`src/rtl/apb_master_bridge.sv`:
```
`default_nettype none
// ----------------------------------------------------------------------------
// apb_master_bridge - single-command APB requester for two slaves, with a
// wait-state timeout so a stuck PREADY cannot hang the requester.  Rev 1.0
// ----------------------------------------------------------------------------
module apb_master_bridge #(
  parameter int ADDR_W      = 32,
  parameter int DATA_W      = 32,
  parameter int SLV_SEL_BIT = 6,
  parameter int TIMEOUT     = 16
) (
  input  logic              PCLK,
  input  logic              PRESETn,
  input  logic              cmd_valid,
  output logic              cmd_ready,
  input  logic              cmd_write,
  input  logic [ADDR_W-1:0] cmd_addr,
  input  logic [DATA_W-1:0] cmd_wdata,
  input  logic [3:0]        cmd_strb,
  output logic              rsp_valid,
  output logic [DATA_W-1:0] rsp_rdata,
  output logic              rsp_err,
  output logic              PSEL1,
  output logic              PSEL2,
  output logic              PENABLE,
  output logic              PWRITE,
  output logic [ADDR_W-1:0] PADDR,
  output logic [DATA_W-1:0] PWDATA,
  output logic [3:0]        PSTRB,
  input  logic [DATA_W-1:0] PRDATA1,
  input  logic [DATA_W-1:0] PRDATA2,
  input  logic              PREADY
);

  localparam logic [1:0] ST_IDLE   = 2'd0;
  localparam logic [1:0] ST_SETUP  = 2'd1;
  localparam logic [1:0] ST_ACCESS = 2'd2;

  // The counter only ever holds 0..TIMEOUT-1; the abort fires on the edge it would reach TIMEOUT.
  localparam int CNT_W = (TIMEOUT > 1) ? $clog2(TIMEOUT) : 1;

  logic [1:0]        state_q,   state_d;
  logic [CNT_W-1:0]  cnt_q,     cnt_d;
  logic              ready_q,   ready_d;
  logic              rvalid_q,  rvalid_d;
  logic [DATA_W-1:0] rdata_q,   rdata_d;
  logic              rerr_q,    rerr_d;
  logic              psel1_q,   psel1_d;
  logic              psel2_q,   psel2_d;
  logic              penable_q, penable_d;
  logic              pwrite_q,  pwrite_d;
  logic [ADDR_W-1:0] paddr_q,   paddr_d;
  logic [DATA_W-1:0] pwdata_q,  pwdata_d;
  logic [3:0]        pstrb_q,   pstrb_d;
  logic              timeout_hit;

  assign timeout_hit = (TIMEOUT != 0) && (cnt_q == CNT_W'(TIMEOUT - 1));

  always_comb begin
    state_d   = state_q;
    cnt_d     = cnt_q;
    rvalid_d  = 1'b0;
    rdata_d   = rdata_q;
    rerr_d    = rerr_q;
    psel1_d   = psel1_q;
    psel2_d   = psel2_q;
    penable_d = penable_q;
    pwrite_d  = pwrite_q;
    paddr_d   = paddr_q;
    pwdata_d  = pwdata_q;
    pstrb_d   = pstrb_q;
    case (state_q)
      ST_IDLE: begin
        if (cmd_valid && ready_q) begin
          state_d  = ST_SETUP;
          psel1_d  = ~cmd_addr[SLV_SEL_BIT];
          psel2_d  = cmd_addr[SLV_SEL_BIT];
          pwrite_d = cmd_write;
          paddr_d  = cmd_addr;
          pwdata_d = cmd_wdata;
          pstrb_d  = cmd_write ? cmd_strb : 4'b0000;
        end
      end
      ST_SETUP: begin
        state_d   = ST_ACCESS;
        penable_d = 1'b1;
      end
      ST_ACCESS: begin
        if (PREADY || timeout_hit) begin
          state_d   = ST_IDLE;
          cnt_d     = '0;
          psel1_d   = 1'b0;
          psel2_d   = 1'b0;
          penable_d = 1'b0;
          rvalid_d  = 1'b1;
          rerr_d    = ~PREADY;
          if (PREADY && !pwrite_q)
            rdata_d = paddr_q[SLV_SEL_BIT] ? PRDATA2 : PRDATA1;
          else
            rdata_d = '0;
        end else if (TIMEOUT != 0) begin
          cnt_d = cnt_q + CNT_W'(1);
        end
      end
      default: state_d = ST_IDLE;
    endcase
    ready_d = (state_d == ST_IDLE);
  end

  always_ff @(posedge PCLK or negedge PRESETn) begin
    if (!PRESETn) begin
      state_q   <= ST_IDLE;
      cnt_q     <= '0;
      ready_q   <= 1'b0;
      rvalid_q  <= 1'b0;
      rdata_q   <= '0;
      rerr_q    <= 1'b0;
      psel1_q   <= 1'b0;
      psel2_q   <= 1'b0;
      penable_q <= 1'b0;
      pwrite_q  <= 1'b0;
      paddr_q   <= '0;
      pwdata_q  <= '0;
      pstrb_q   <= 4'b0000;
    end else begin
      state_q   <= state_d;
      cnt_q     <= cnt_d;
      ready_q   <= ready_d;
      rvalid_q  <= rvalid_d;
      rdata_q   <= rdata_d;
      rerr_q    <= rerr_d;
      psel1_q   <= psel1_d;
      psel2_q   <= psel2_d;
      penable_q <= penable_d;
      pwrite_q  <= pwrite_d;
      paddr_q   <= paddr_d;
      pwdata_q  <= pwdata_d;
      pstrb_q   <= pstrb_d;
    end
  end

  assign cmd_ready = ready_q;
  assign rsp_valid = rvalid_q;
  assign rsp_rdata = rdata_q;
  assign rsp_err   = rerr_q;
  assign PSEL1     = psel1_q;
  assign PSEL2     = psel2_q;
  assign PENABLE   = penable_q;
  assign PWRITE    = pwrite_q;
  assign PADDR     = paddr_q;
  assign PWDATA    = pwdata_q;
  assign PSTRB     = pstrb_q;

endmodule
`default_nettype wire

```
`config.mk`:
```
export PLATFORM = sky130hd
export DESIGN_NAME = apb_master_bridge
export DESIGN_NICKNAME = d
export VERILOG_FILES = /design/src/rtl/apb_master_bridge.sv
export SDC_FILE = /design/constraint.sdc
export NUM_CORES = 1
export LEC_CHECK = 0
export ABC_AREA = 1
export BUFFER_PORTS_ARGS = -buffer_cell sky130_fd_sc_hd__buf_2
export CORE_MARGIN = 2
export CORE_UTILIZATION = 45
export CTS_CLUSTER_SIZE = 14
export DETAILED_ROUTE_END_ITERATION = 7
export GPL_TIMING_DRIVEN = 0
export PLACE_DENSITY = 0.75
export SLEW_MARGIN = 10
export SYNTH_ARGS = -nofsm -noshare
export SYNTH_HDL_FRONTEND = slang
export SYNTH_SLANG_ARGS = --single-unit
export TNS_END_PERCENT = 30
```
`constraint.sdc`:
```
create_clock -name PCLK -period 1.92 [get_ports PCLK]
set_input_delay 0 -clock PCLK [delete_from_list [all_inputs] [get_ports PCLK]]
set_output_delay 0 -clock PCLK [all_outputs]
set_load 0.01 [all_outputs]
```
## Word-level counts from Yosys, hierarchy flattened

Cells that the tools add are included.

- Output and inout bits: 107
- Input port bits: 137
- Bits in registers: 113

- Reduce and logical (&&, ||, !) cells: 12
- Equality and inequality tests: 5
- Bitwise operators: 2
- Muxes and demuxes: 15
- $add $sub $neg: 1

Operators by type and width:

| cell | count |
|---|---|
| 32-bit 2-to-1 mux | 2 |
| 4-bit 2-to-1 mux | 2 |
| 1-bit one-hot mux with 2 select lines | 3 |
| 2-bit one-hot mux with 3 select lines | 1 |
| 2-bit AND reduction | 3 |
| 1-bit 2-to-1 mux | 5 |
| 4-bit by 1-bit adder with 4-bit output (second input constant) | 1 |
| 4-bit equality test (second input constant) | 1 |
| 2-bit logical NOT | 2 |
| 2-bit 2-to-1 mux | 2 |
| 2-bit inequality test (second input constant) | 2 |
| 2-bit nonzero test | 2 |
| 3-bit AND reduction | 1 |
| 2-bit by 1-bit equality test with 1-bit output (second input constant) | 1 |
| 2-bit equality test (second input constant) | 1 |
| 1-bit logical AND | 2 |
| 1-bit inverter | 2 |
| 1-bit logical NOT | 1 |
| 1-bit logical OR | 1 |

## Depth between registers and ports, before layout

Gate-level depths: netlist of the first run.

- Depth after elaboration: 5
- Mapped depth: 7

## Worst setup path before layout of the first run

Ideal clock, no wire load.

- Path kind: register to register
- From: register cnt_q[0]
- To: register cnt_q[3]
- Slack: 0.683 ns
- Cell stages (with the launch flop): 8
- Clock period less this slack: 1.237 ns
- Arrival: 1.166 ns
- Buffers on the path: 1
- Required time: 1.849 ns
- Cell sequence: dfrtp_1 ha_1 nand3_1 nand2_1 nand2_2 buf_2 nand2_1 nor2_1

- Cells in the longest elaborated chain, start to end: 3

RTL lines:

| what | RTL line | RTL |
|---|---|---|
| start: declaration | 43 | `logic [CNT_W-1:0] cnt_q, cnt_d;` |
| start signal: assignment | 127 | `cnt_q <= cnt_d;` |
| branches (longest 2 deep; another with 4-bit by 1-bit adder with 4-bit output) | - |  |
| 4-bit 2-to-1 mux (*) | 89 | `if (PREADY \|\| timeout_hit) begin` |

Mark *: on every way between the ends.
A chain may end at the register's enable or synchronous reset.

## Worst setup path after layout of the first run

- From: register paddr_q[6], in the netlist PADDR[6]
- To: register rdata_q[11], in the netlist rsp_rdata[11]

- Cells in the longest elaborated chain, start to end: 2

RTL lines:

| what | RTL line | RTL |
|---|---|---|
| start: declaration | 52 | `logic [ADDR_W-1:0] paddr_q, paddr_d;` |
| start signal: assignment | 136 | `paddr_q <= paddr_d;` |
| 32-bit 2-to-1 mux | 98 | `rdata_d = paddr_q[SLV_SEL_BIT] ? PRDATA2 : PRDATA1;` |
| 32-bit 2-to-1 mux | 97 | `if (PREADY && !pwrite_q)` |
| end signal: assignment | 130 | `rdata_q <= rdata_d;` |
| end: declaration | 46 | `logic [DATA_W-1:0] rdata_q, rdata_d;` |

Every way passes these cells.

==> results of run 1 <==
-- report_power, final --
group	total [W]	switching (W)	internal (W)
sequential	0.00417	0.000661	0.00351
combinational	0.00497	0.00288	0.00208
clock	0.00318	0.00115	0.00203
-- kinds of logic (layout without fill, tap and decap cells) --
group                      Yosys count  count (layout)  share of synthesized area
and+or+nand+nor                    360             360                      0.288
adders and majority gates            1               1                    0.00254
buffers and inverters              105             523                     0.0938
DFF                                113             113                      0.573
AOI/OAI and AO/OA                   40              40                     0.0406
muxes                                1               1                    0.00203
-- cell type report --
type,count,area [µm²],area share
tap,140,175,0.0208
clock buffer,18,428,0.0509
multi-input combinational,402,1650,0.196
buffer,32,203,0.0241
clock inverter,14,179,0.0213
inverter,73,278,0.0330
timing repair buffer,386,2660,0.317
sequential,113,2830,0.336
-- how the worst max path moves through the flow --
| stage | from | to | slack (ns) |
|---|---|---|---|
| after floorplan | cnt_q[0] | cnt_q[3] | 0.68 |
| after global placement | PRESETn | PADDR[23] | -0.49 |
| after detailed placement | cnt_q[0] | rsp_rdata[27] | 0.50 |
| after CTS | PADDR[6] | rsp_rdata[7] | 0.02 |
| after global routing | PADDR[6] | rsp_rdata[5] | 0.009 |
| final | PADDR[6] | rsp_rdata[11] | 0.1 |
-- routing by layer --
layer	global-route usage	wire [µm]
met1	0.330	6550
met3	0.0843	1540
met5	0	0
met4	0.119	519
met2	0.512	8680
-- registers in the layout (all words and copies together) (netlist names) --
signal	cells
state_q	2
PSTRB	4
PSEL2	1
cmd_ready	1
PWRITE	1
PWDATA	32
PADDR	32
PENABLE	1
rsp_valid	1
cnt_q	4
rsp_err	1
PSEL1	1
rsp_rdata	32
-- layout by cell type (no fill, tap or decap), drive strengths merged --
cell and n:
mux2i 1, nor2 9, nand2 311, dlygate4sd3 139, ha 1, clkinv 5, dfrtp 113, buf 277
clkinvlp 4, inv 75, bufinv 3, clkbuf 20, or2 1, o21ai 40, nand3 39
-- critical path, cell delays in order (launching register included) --
cell and delay [ns]:
dfrtp_1 0.39, buf_6 0.15, clkinvlp_4 0.14, buf_2 0.21
nand2_1 0.08, nand3_1 0.08, dlygate4sd3_1 0.57, o21ai_1 0.14
-- through the flow --
step / TNS (ns) / cell area (µm²)
detailed placement: 0 / 6360
global placement: -53.90 / 6320
finish: 0 / 8410
floorplan: 0 / 4930
global route: 0 / 8410
CTS: 0 / 8360
-- timing repair --
| item | 4_1_cts | 5_1_grt |
|---|---|---|
| endpoints found under the setup margin | 0 | 14 |
| setup buffers | 0 | 3 |
| hold endpoints to repair | 222 | 0 |
| hold buffers | 139 | 0 |
| resized for setup | 0 | 10 |
==> out/results.ini, run 1 <==
[run_status]
status = completed

[drt]
ant_nets = 0
first_pass_iters = 5
drc = 0
wl_mm = 17.3
dr_total_vias = 5612
via_per_inst = 4.76
wl_per_cell_um = 14.7
dr.first_iter.drc_count = 590

[layout]
final_nets = 1163
fin_util = 0.782
stdcell_count = 1178
antenna_cells = 0
syn2layout_area_growth_pct = 70.4
fillers = 685
drive_above_1_share = 0.305

[timing]
setup_viol = 0
fin_crit_ns = 1.82
fmax_mhz = 548
slew_viol_final = 0
worst_slew_pin_slew_ns = 0.482
fin_crit_sh = 0.950
relSlewSlack = 0.678
grt_setup_unrepaired = no
fin_ws_ns = 0.0967
hold_viol = 0
clock_skew_ns = 0.0105
holdWs_ns = 0.0299

[yosys]
ys_types = 19
mappedNetlistNets = 758
ys_warn_count = 0
yosys.area.top_type = dfrtp_1
ys_seq_area_frac = 0.573
ys_top_cells_by_area = dfrtp_1 (57%), nand2_1 (24%), inv_1 (5.5%), nand3_1 (3.9%), o21ai_1 (3.3%)
synthTopCellsByCount = nand2_1 (310), dfrtp_1 (113), inv_1 (72), nand3_1 (38), o21ai_1 (33)
ys.flop_type = dfrtp_1
syn_area_um2 = 4930
syn_inst = 620
synthArstFlopShare = 1.00
ys_ff_latch = 113
synth-edff-count = 0
synth_top_area_share = 0.573
yosysMostFrequentCell = nand2_1
synth_area_per_cell_um2 = 7.96

[placement]
placedCellCount = 1004
dp_hpwl_mm = 10.2
gp_congestion = 0.851
port_buffers = 243
pre_cts_ws_ns = 0.503

[die]
die_h_um = 109
core-area_um2 = 10700
start_util = 0.459
ios = 244
die-area_um2 = 11800
die_x_um = 109
rows = 38

[global_route]
antenna_found_initial = 0
track_usage = 0.291
grt_pass1_vias = 5609
grt_max_degree = 68
grt-ovfl-total = 0
grt_pass1_wl_mm = 26.4

[worst_setup_path]
rrSetupSlack_ns = 0.1
timing.rr.start = PADDR[6]
worstPathMaxFanout = 10
r2r-end = rsp_rdata[11]
crit_required_ns = 2.34
end_kind = flop
startpoint_type = flop
cp.arrival_ns = 2.24
critPathKind = flop to flop
ff2ff_path_depth = 7

[hold_path]
whs_endpoint = state_q[0]
hold_class = primary input to flop
holdPathStages = 4
hp-start = cmd_valid

[power]
irDropWorstVdd_mv = 0.828
power.density_nw_per_um2 = 1460
totalPowerFinal_w = 0.0123
p_leak_nw = 4.77

[flow_run]
max_cap_viol_count = 0

[clocking]
cts_tree = built
cts_buffers = 17
clkTransAtPathRegs_ns = 0.06
insertion_delay_ns = 0.50
htreeDepth = 4
clockBufferDepth = 2
clockRootBuffer = clkbuf_8
cts.sinks = 113

(Power assumes the default switching activity.)
==> run 2: changes to the inputs <==
--- a/config.mk
+++ b/config.mk
@@ -13,6 +13,8 @@
 export DETAILED_ROUTE_END_ITERATION = 7
 export GPL_TIMING_DRIVEN = 0
 export PLACE_DENSITY = 0.75
+export RECOVER_POWER = 25
+export SETUP_SLACK_MARGIN = 0.05
 export SLEW_MARGIN = 10
 export SYNTH_ARGS = -nofsm -noshare
 export SYNTH_HDL_FRONTEND = slang
==> out/results.ini, run 2 (synthesis gave the netlist of run 1 again) <==
[layout]
syn2layout_area_growth_pct = 68.5
final_nets = 1160
final_area_um2 = 8310
final_common_cell = nand2_1
stdcell_count = 1175
drive_above_1_share = 0.262
most-common-layout-cells = nand2_1 (310), buf_2 (224), dlygate4sd3_1 (139), dfrtp_1 (113), inv_1 (72)
antenna_cells = 0
fillers = 729

[global_route]
track_usage = 0.294
grt-ovfl-total = 0
antenna_found_initial = 0
grt_max_degree = 68
grt_pass1_vias = 5601
grt_pass1_wl_mm = 26.8

[clocking]
cts_setup_buffers = 0
cts.sinks = 113
clkTransAtPathRegs_ns = 0.06
cts_buffers = 17
insertion_delay_ns = 0.50
clockBufferDepth = 2
htreeDepth = 4
clockRootBuffer = clkbuf_8
cts_tree = built

[drt]
wl_mm = 17.4
first_pass_iters = 5
wl_per_cell_um = 14.8
ant_nets = 0
dr_total_vias = 5543
dr.first_iter.drc_count = 606
via_per_inst = 4.72
drc = 0

[worst_setup_path]
ff2ff_path_depth = 5
r2r-end = rsp_rdata[1]
critPathKind = flop to flop
startpoint_type = flop
timing.rr.start = PWRITE
crit_required_ns = 2.34
end_kind = flop
worstPathMaxFanout = 10
rrSetupSlack_ns = 0.19
cp.arrival_ns = 2.15

[timing]
setup_viol = 0
fin_crit_ns = 1.73
fin_crit_sh = 0.903
clock_skew_ns = 0.0106
hold_viol = 0
holdWs_ns = 0.0339
finalSetupTns_ns = 0
slew_viol_final = 0
worst_slew_pin_slew_ns = 0.475
grt_setup_unrepaired = no
fmax_mhz = 577
relSlewSlack = 0.683

[die]
ios = 244
core-area_um2 = 10700
rows = 38
start_util = 0.459
die_x_um = 109
die-area_um2 = 11800
die_h_um = 109

[run_status]
status = completed

[power]
power.density_nw_per_um2 = 1450
clock_power_share = 0.264
switching_share = 0.387
power_frac_seq = 0.348
totalPowerFinal_w = 0.0120
intPower_w = 0.00736
p_sw_w = 0.00465
p_leak_nw = 4.63
irDropWorstVdd_mv = 0.821
pwr-share-comb = 0.388

[placement]
port_buffers = 243
gp_congestion = 0.851
place_area_um2 = 6360
placedCellCount = 1004
dp_hpwl_mm = 10.2

[hold_path]
hold_class = primary input to flop
holdPathStages = 4
hp-start = cmd_valid
whs_endpoint = state_q[0]

[flow_run]
max_cap_viol_count = 0

-- run 2: cell types whose count changed in the layout (fill, tap and decap cells not counted) --
cell        change
o21ai_1         +1
buf_2          -38
buf_6           -2
buf_4           -3
inv_1           +1
o21ai_2         -1
clkbuf_1       +41
clkinvlp_4      -1
clkbuf_2        -1
-- run 2: power groups by stage --
| stage | registers, W | clock network [W] | logic, W |
|---|---|---|---|
| global placement | 0.00412 | 0 | 0.00433 |
| detailed placement | 0.00411 | 0 | 0.00444 |
| finish | 0.00418 | 0.00317 | 0.00467 |
| global route | 0.00429 | 0.00335 | 0.00519 |
| floorplan | 0.00463 | 0 | 0.00198 |
| CTS | 0.00412 | 0.00322 | 0.00468 |
-- run 2: area by class of cell --
class | count | area [µm²] | share of cell area
multi-input cells | 402 | 1650 | 0.198
well taps | 140 | 175 | 0.0211
clock buffers | 18 | 428 | 0.0515
repair buffers | 383 | 2590 | 0.312
flip-flops and latches | 113 | 2830 | 0.340
clock inverters | 14 | 179 | 0.0215
plain buffers | 32 | 189 | 0.0227
inverters | 73 | 274 | 0.0330
-- run 2: critical path, cell delays in order, from the launching register on --
cell and delay (ns):
dfrtp_1 0.44, nor2_4 0.20, buf_2 0.24, nand3_1 0.09, dlygate4sd3_1 0.57, o21ai_1 0.13
-- run 2: how the worst max path moves through the flow --
stage / startpoint / to / cells past startpoint
2_1_floorplan: cnt_q[0] / cnt_q[3] / 7
3_3_place_gp: PRESETn / PADDR[23] / 1
3_5_place_dp: cnt_q[0] / rsp_rdata[27] / 7
4_1_cts: PWRITE / rsp_rdata[1] / 5
5_1_grt: PWRITE / rsp_rdata[1] / 5
6_report: PWRITE / rsp_rdata[1] / 5
-- run 2: repair_timing --
item	CTS	global route
setup endpoints to repair	0	1
gates resized for setup	0	1
hold buffers	139	0
endpoints found under the hold margin	222	0
-- run 2: routing by layer --
metal | GRT usage | share of wire | vias up
met5 | 0 | 0 | -
met4 | 0.130 | 0.034 | 0
met3 | 0.0837 | 0.090 | 58
met2 | 0.504 | 0.49 | 293
met1 | 0.344 | 0.39 | 2516
li1 | - | - | 2676
-- run 2: per-stage QoR --
stage	util	worst slack, ns
after floorplan	-	0.683
after global placement	0.589	-0.486
after detailed placement	0.592	0.503
after CTS	0.778	0.124
after global routing	0.774	0.0721
final	0.774	0.186
==> run 3: changes to the inputs <==
--- a/config.mk
+++ b/config.mk
@@ -7,12 +7,13 @@
 export LEC_CHECK = 0
 export ABC_AREA = 1
 export BUFFER_PORTS_ARGS = -buffer_cell sky130_fd_sc_hd__buf_2
+export CORE_ASPECT_RATIO = 1.1
 export CORE_MARGIN = 2
-export CORE_UTILIZATION = 45
+export CORE_UTILIZATION = 30
 export CTS_CLUSTER_SIZE = 14
 export DETAILED_ROUTE_END_ITERATION = 7
 export GPL_TIMING_DRIVEN = 0
-export PLACE_DENSITY = 0.75
+export PLACE_DENSITY = 0.52
 export RECOVER_POWER = 25
 export SETUP_SLACK_MARGIN = 0.05
 export SLEW_MARGIN = 10
==> constraint.sdc (replaced) <==
create_clock -name PCLK -period 1.8 [get_ports PCLK]
set_input_delay 0 -clock PCLK [delete_from_list [all_inputs] [get_ports PCLK]]
set_output_delay 0 -clock PCLK [all_outputs]
set_load 0.01 [all_outputs]
==> out/results.ini, run 3 (synthesis gave the netlist of run 1 again) <==
[worst_setup_path]
rrSetupSlack_ns = 0.19
path_delay_family = buffers and inverters
r2r-end = rsp_rdata[30]
slowest_delay_ns = 0.57
worstPathMaxFanout = 6
ff2ff_path_depth = 6
slowest_stage = dlygate4sd3_1
critPathKind = flop to flop
end_kind = flop
timing.rr.start = PADDR[6]
crit_required_ns = 2.13
startpoint_type = flop
cp.arrival_ns = 1.94
cp_num_buf_inv = 3
path_cells = buf_2 > inv_1 > nand2_1 > nand3_1 > dlygate4sd3_1 > o21ai_1

[die]
core-area_um2 = 16200
die_x_um = 126
ios = 244
rows = 49
die_h_um = 138
start_util = 0.304
die-area_um2 = 17500

[clocking]
cts_tree = built
cts_resized = 0
clockBufferDepth = 2
cts_setup_buffers = 0
htreeDepth = 4
clkTransAtPathRegs_ns = 0.05
cts_buffers = 17
cts.sinks = 113
clockRootBuffer = clkbuf_16
insertion_delay_ns = 0.41
holdBufCountCts = 139

[global_route]
grt_pass1_wl_mm = 27.5
grt-ovfl-total = 0
grt_pass1_vias = 5515
antenna_found_initial = 0
grt_max_degree = 67
track_usage = 0.198

[placement]
dp_hpwl_mm = 11.3
gp_congestion = 0.792
port_buffers = 243
pre_cts_ws_ns = 0.312

[drt]
ant_nets = 0
dr.first_iter.drc_count = 193
wl_mm = 16.9
dr_total_vias = 5292
via_per_inst = 4.27
drc = 0
wl_per_cell_um = 13.6
first_pass_iters = 7

[timing]
worst_slew_pin_slew_ns = 1.32
grt_setup_unrepaired = no
fmax_mhz = 620
finalSetupTns_ns = 0
slew_viol_final = 0
fin_ws_ns = 0.186
fin_crit_ns = 1.61
setup_viol = 0
clock_skew_ns = 0.00856
fin_crit_sh = 0.897
hold_viol = 0
holdWs_ns = 0.138
relSlewSlack = 0.118

[hold_path]
whs_endpoint = state_q[0]
holdPathStages = 4
hp-start = cmd_valid
hold_class = primary input to flop

[layout]
antenna_cells = 0
most-common-layout-cells = nand2_1 (310), buf_2 (264), dlygate4sd3_1 (139), dfrtp_1 (113), inv_1 (72)
syn2layout_area_growth_pct = 70.6
final_nets = 1160
final_common_cell = nand2_1
fin_util = 0.518
fillers = 1542
drive_above_1_share = 0.300

[power]
totalPowerFinal_w = 0.0127
p_leak_nw = 4.76
irDropWorstVdd_mv = 0.777
power.density_nw_per_um2 = 1510

[run_status]
status = completed

[flow_run]
max_cap_viol_count = 0

run 3: worst reg2reg max path, cell delays in order, from the launching register on:
cell           delay (ns)
dfrtp_1              0.37
buf_2                0.18
inv_1                0.12
nand2_1              0.08
nand3_1              0.06
dlygate4sd3_1        0.57
o21ai_1              0.15
run 3: final cells by class:
class / count / area [µm²] / share of cell area
Buffer: 32 / 189 / 0.0225
Clock buffer: 19 / 453 / 0.0538
Clock inverter: 13 / 138 / 0.0164
Inverter: 73 / 274 / 0.0326
Multi-Input combinational cell: 402 / 1640 / 0.195
Sequential cell: 113 / 2830 / 0.336
Tap cell: 204 / 255 / 0.0303
Timing Repair Buffer: 383 / 2640 / 0.313
run 3: through the flow:
stage / std cells / area [µm²]
floorplan: 620 / 4930
global placement: 1067 / 6400
global route: 1239 / 8410
CTS: 1239 / 8420
finish: 1239 / 8410
detailed placement: 1068 / 6440
run 3: metal layers:
metal / wire length (µm) / GRT usage
met5: 0 / 0
met1: 7160 / 0.238
met3: 1210 / 0.0561
met4: 187 / 0.0636
met2: 8310 / 0.341
run 3: power breakdown:
group | switching, W | total, W | internal (W)
combinational | 0.00297 | 0.00502 | 0.00206
clock | 0.00122 | 0.00333 | 0.00210
sequential | 0.000643 | 0.00438 | 0.00374
total | 0.00483 | 0.0127 | 0.00790
run 3: how the worst max path moves through the flow:
stage | from | to | slack, ns | cells past startpoint
after global placement | PRESETn | PADDR[24] | -0.81 | 1
after floorplan | cnt_q[0] | cnt_q[3] | 0.56 | 7
after CTS | PADDR[6] | rsp_rdata[0] | 0.20 | 6
after global routing | PADDR[6] | rsp_rdata[30] | 0.06 | 6
after detailed placement | cnt_q[0] | rsp_rdata[28] | 0.31 | 7
final | PADDR[6] | rsp_rdata[30] | 0.19 | 6
